## src/rtl/mips_div.sv

```systemverilog
// mips_div: iterative radix-2 restoring divider for DIV/DIVU in Execute.
// Produces one quotient bit per cycle and asks the hazard unit to hold the
// pipeline while it works.
//
// Ports:
//   clk        pipeline clock, rising edge
//   reset      asynchronous, active-high reset
//   start      divide instruction in E (level, held while stalled)
//   signed_div 1 = DIV, 0 = DIVU; sampled with start
//   annul      flush of E; aborts any operation
//   opa, opb   dividend / divisor
//   stall_div  combinational pipeline hold request
//   ready      one-cycle result-valid pulse
//   result     {hi = remainder, lo = quotient}
//
// state   | meaning
// IDLE    | waiting for start
// DIVZERO | divisor was zero, result forced to 0
// ON      | one restoring step per cycle
// DONE    | result valid, ready high, pipeline released
module mips_div #(
  parameter int WIDTH = 32
) (
  input  logic                 clk,
  input  logic                 reset,
  input  logic                 start,
  input  logic                 signed_div,
  input  logic                 annul,
  input  logic [WIDTH-1:0]     opa,
  input  logic [WIDTH-1:0]     opb,
  output logic                 stall_div,
  output logic                 ready,
  output logic [2*WIDTH-1:0]   result
);

  localparam int CW = (WIDTH > 1) ? $clog2(WIDTH) : 1;

  typedef enum logic [1:0] {IDLE, DIVZERO, ON, DONE} state_t;

  state_t             state_q, state_d;
  logic [CW-1:0]      cnt_q, cnt_d;
  logic [WIDTH-1:0]   rem_q, rem_d;
  logic [WIDTH-1:0]   quo_q, quo_d;
  logic [WIDTH-1:0]   dvs_q, dvs_d;
  logic               negq_q, negq_d;
  logic               negr_q, negr_d;
  logic [2*WIDTH-1:0] result_q, result_d;

  logic             sign_a, sign_b;
  logic [WIDTH-1:0] abs_a, abs_b;
  logic [WIDTH:0]   shifted, diff;
  logic [WIDTH-1:0] rem_step, quo_step, rem_fix, quo_fix;

  assign sign_a = signed_div & opa[WIDTH-1];
  assign sign_b = signed_div & opb[WIDTH-1];
  // |0x80..0| stays 0x80..0, which is correct when read as unsigned.
  assign abs_a  = sign_a ? ({WIDTH{1'b0}} - opa) : opa;
  assign abs_b  = sign_b ? ({WIDTH{1'b0}} - opb) : opb;

  // The dividend lives in quo_q and is shifted out MSB first into the
  // partial remainder while quotient bits are shifted in at the bottom.
  assign shifted  = {rem_q, quo_q[WIDTH-1]};
  assign diff     = shifted - {1'b0, dvs_q};
  // On a negative difference shifted < divisor, so it fits in WIDTH bits.
  assign rem_step = diff[WIDTH] ? shifted[WIDTH-1:0] : diff[WIDTH-1:0];
  assign quo_step = {quo_q[WIDTH-2:0], ~diff[WIDTH]};
  assign quo_fix  = negq_q ? ({WIDTH{1'b0}} - quo_step) : quo_step;
  assign rem_fix  = negr_q ? ({WIDTH{1'b0}} - rem_step) : rem_step;

  always_comb begin
    state_d   = state_q;
    cnt_d     = cnt_q;
    rem_d     = rem_q;
    quo_d     = quo_q;
    dvs_d     = dvs_q;
    negq_d    = negq_q;
    negr_d    = negr_q;
    result_d  = result_q;
    stall_div = 1'b0;

    case (state_q)
      IDLE: begin
        if (start) begin
          stall_div = 1'b1;
          rem_d     = '0;
          quo_d     = abs_a;
          dvs_d     = abs_b;
          negq_d    = sign_a ^ sign_b;
          negr_d    = sign_a;
          cnt_d     = '0;
          state_d   = (opb == '0) ? DIVZERO : ON;
        end
      end
      DIVZERO: begin
        stall_div = 1'b1;
        result_d  = '0;
        state_d   = DONE;
      end
      ON: begin
        stall_div = 1'b1;
        rem_d     = rem_step;
        quo_d     = quo_step;
        cnt_d     = cnt_q + 1'b1;
        if (cnt_q == CW'(WIDTH - 1)) begin
          result_d = {rem_fix, quo_fix};
          state_d  = DONE;
        end
      end
      DONE: begin
        // start is still high for the instruction leaving E; ignore it.
        state_d = IDLE;
      end
      default: state_d = IDLE;
    endcase

    // A flush wins over everything: drop the stall now, keep the old result.
    if (annul) begin
      state_d   = IDLE;
      stall_div = 1'b0;
      result_d  = result_q;
    end
  end

  always_ff @(posedge clk or posedge reset) begin
    if (reset) begin
      state_q  <= IDLE;
      cnt_q    <= '0;
      rem_q    <= '0;
      quo_q    <= '0;
      dvs_q    <= '0;
      negq_q   <= 1'b0;
      negr_q   <= 1'b0;
      result_q <= '0;
    end else begin
      state_q  <= state_d;
      cnt_q    <= cnt_d;
      rem_q    <= rem_d;
      quo_q    <= quo_d;
      dvs_q    <= dvs_d;
      negq_q   <= negq_d;
      negr_q   <= negr_d;
      result_q <= result_d;
    end
  end

  // A flushed instruction in DONE must not write HI/LO.
  assign ready  = (state_q == DONE) && !annul;
  assign result = result_q;

endmodule

```

## config.mk

```make
export PLATFORM = sky130hd
export DESIGN_NAME = mips_div
export DESIGN_NICKNAME = d
export VERILOG_FILES = /design/src/rtl/mips_div.sv
export SDC_FILE = /design/constraint.sdc
export NUM_CORES = 1
export LEC_CHECK = 0
export BUFFER_PORTS_ARGS = -buffer_cell sky130_fd_sc_hd__buf_2
export CAP_MARGIN = 15
export CELL_PAD_IN_SITES_DETAIL_PLACEMENT = 0
export CELL_PAD_IN_SITES_GLOBAL_PLACEMENT = 1
export CORE_MARGIN = 8
export CORE_UTILIZATION = 30
export CTS_CLUSTER_DIAMETER = 100
export CTS_CLUSTER_SIZE = 30
export DETAILED_ROUTE_END_ITERATION = 10
export GPL_TIMING_DRIVEN = 0
export PLACE_DENSITY = 0.57
export SYNTH_ARGS = -nofsm -noshare
export SYNTH_HDL_FRONTEND = slang
export SYNTH_SLANG_ARGS = --single-unit
export TNS_END_PERCENT = 20
```

## constraint.sdc

```tcl
create_clock -name clk -period 10.2 [get_ports clk]
set_input_delay 0.51 -clock clk [delete_from_list [all_inputs] [get_ports clk]]
set_output_delay 0.51 -clock clk [all_outputs]
set_load 0.01 [all_outputs]
```

==> results_dict.tcl <==
set metrics [dict create \
    status "complete, no violations" \
    drc 0 \
    grt_max_degree 88 \
    worstPathCellList "ha_1 -> o211ai_2 -> o211ai_2 -> nand3_2 -> a2111oi_4 -> o21a_2 -> nor2_8 -> inv_4 -> clkbuf_1 -> clkbuf_1 -> buf_1 -> nor2_1 -> a21oi_1 -> ha_1 -> inv_1 -> a21oi_1 -> nand3_1 -> o31ai_1 -> xor2_1 -> o21ai_0" \
    cts_root_buf "clkbuf_16" \
    report.final.slew_viol_count 0 \
    maxCapViolations 0 \
    rsz0062_at_grt "no" \
    syn_to_final_growth_pct 16.4 \
    ys_seq_area_share_pct 35.3 \
    clock_latency_ns 0.45 \
    postRouteWirelength_um 41700 \
    drtIter0Drc 817 \
    ys_seq_elements 169 \
    critPathRequiredTime_ns 10.51 \
    syn_area_um2 12000 \
    fin_tns_setup_ns 0 \
    post-route-min-period_ns 6.37 \
    synth-edff-count 0 \
    num_antenna_cells 0 \
    period_share_pct 62.4 \
    critPathSlowestCell "clkbuf_1" \
    synth_top_area_cell "dfrtp_1" \
    start_util_pct 30.3 \
    pin_count 135 \
    synth_flop_cell "dfrtp_1" \
    synthArstFlopShare_pct 100 \
    htreeDepth 4 \
    detailedPlacementHpwl_um 33600 \
    synth_area_leaders "dfrtp_1 35%, o21ai_0 8.7%, nand2_1 7.6%, xor2_1 5.7%, a21oi_1 4.5%" \
    finalClockSkew_ns 0.0138 \
    synthDistinctLibCells 76 \
    vias 11100 \
    post_cts_buffers 0 \
    die_h_um 216 \
    path_clk_slew_ns 0.08 \
    setup_violations 0 \
    cp_max_fo 10 \
    gp_congestion 0.889 \
    hold_class "input port to asynchronous set/reset pin" \
    cts_buffer_depth 2 \
    syn_inst 1489 \
    grt_util_all_layers_pct 17.8 \
    grt_pass1_wl_um 65800 \
    rows 73 \
    coreArea_um2 39500 \
    antenna_found_initial 0 \
    postSynthNetCount 1601 \
    cts_inserted_buffers 17 \
    overflow 0 \
    clock-sinks 169 \
    yosys-top-cells-count "241 x nand2_1, 208 x o21ai_0, 169 x dfrtp_1" \
    relSlewSlack_pct 31.2 \
    crit_type "flip-flop to flip-flop" \
    io_buffers 134 \
    ant_nets 0 \
    via_per_inst 5.09 \
    yosysMostFrequentCell "nand2_1" \
    first_global_vias 11100 \
    avgSynthCellArea_um2 8.04 \
    hold_violations 0 \
    cts_tree "built" \
    die_area_um2 46500 \
    netlist.area_leader.share_pct 35.3 \
    ctsResizeCount 0 \
    firstDrtPassIters 5 \
    cp_slowest_stage_delay_ns 0.53 \
    start_kind "flip-flop" \
    fmax_ghz 0.157 \
    die_w_um 216 \
    layout.nets 1755 \
    worst_slew_pin_slew_ns 1.03 \
    route.detailed.wl_per_inst_um 19.1 \
    cp.arrival_ns 6.68 \
    layout-drive-gt1-share_pct 11.9 \
    holdBufCountCts 0 \
    crit_path_end_kind "flip-flop" \
    yosysWarningCount 0 \
]
==> registers in the layout, indices dropped and copies added (netlist names) <==
signal and flops:
state_q 2, dvs_q 32, negr_q 1, result 64, cnt_q 5, rem_q 32
quo_q 32, negq_q 1
==> critical path, delay by kind of cell, from the launching register on <==
family,cells,cell delay (ns)
AO/OA/AOI/OAI,8,2.33
adder cells (fa/ha/maj),2,0.81
flip-flops,1,0.50
XOR/XNOR,1,0.18
AND/OR/NAND/NOR,4,0.62
buffers and inverters,5,1.78
==> placed cells by master, fill, tap and decap left out, drive strengths merged, types with 42 or more instances in the layout <==
| cell type | count |
|---|---|
| nand2 | 241 |
| o21ai | 221 |
| dfrtp | 169 |
| buf | 151 |
| a21oi | 110 |
| nor2 | 86 |
| clkbuf | 81 |
| xor2 | 78 |
| inv | 74 |
| xnor2 | 55 |
| ha | 42 |
==> kinds of logic after synthesis <==
kind of cell               after synthesis  share of synthesized area, %
and+or+nand+nor                        493                          19.1
AOI/OAI and AO/OA                      478                          24.3
DFF                                    169                          35.3
buffers and inverters                  145                          4.64
xor gates and xnor gates               133                          9.73
adders and majority gates               43                          4.56
muxes                                   28                          2.37
==> worst paths after layout <==
check | from | endpoint | slack [ns] | depth (start not counted)
min | reset | result[43] | 0.15 | 2
max in group asynchronous | reset | dvs_q[17] | 9.15 | 3
min reg2reg | result[36] | result[36] | 0.47 | 2
max | rem_q[4] | result[62] | 3.83 | 20
max reg2reg | rem_q[4] | result[62] | 3.83 | 20
min in group clk | annul | state_q[0] | 0.28 | 2
==> area by class of cell <==
class                   count  area [um2]
well taps                 525         657
repair buffers            135         698
clock inverters            14         178
plain buffers              80         309
inverters                  65         254
clock buffers              17         425
fillers                  4236       25600
multi-input cells        1175        7180
flip-flops and latches    169        4230
==> stage by stage <==
stage | std cells | utilization, % | cell area (um2) | hold WS (ns) | setup WS, ns
3_3_place_gp | 2148 | 33.6 | 13300 | 0.461 | 2.62
5_1_grt | 2180 | 35.2 | 13900 | 0.194 | 3.36
2_1_floorplan | 1489 | - | 12000 | 0.450 | 5.11
4_1_cts | 2180 | 35.2 | 13900 | 0.161 | 3.80
6_report | 2180 | 35.2 | 13900 | 0.154 | 3.83
3_5_place_dp | 2149 | 33.7 | 13300 | 0.464 | 3.88
==> metal layers <==
layer | global-route usage (%) | wire length, um | up-vias
met1 | 26.8 | 21600 | 5221
met4 | 3.90 | 495 | 0
li1 | - | - | 5588
met5 | 0 | 0 | -
met3 | 3.02 | 2030 | 25
met2 | 26.2 | 17600 | 273
Power is not shown: default switching activity piles up to over one toggle a cycle in this logic, so the estimate is an artifact.
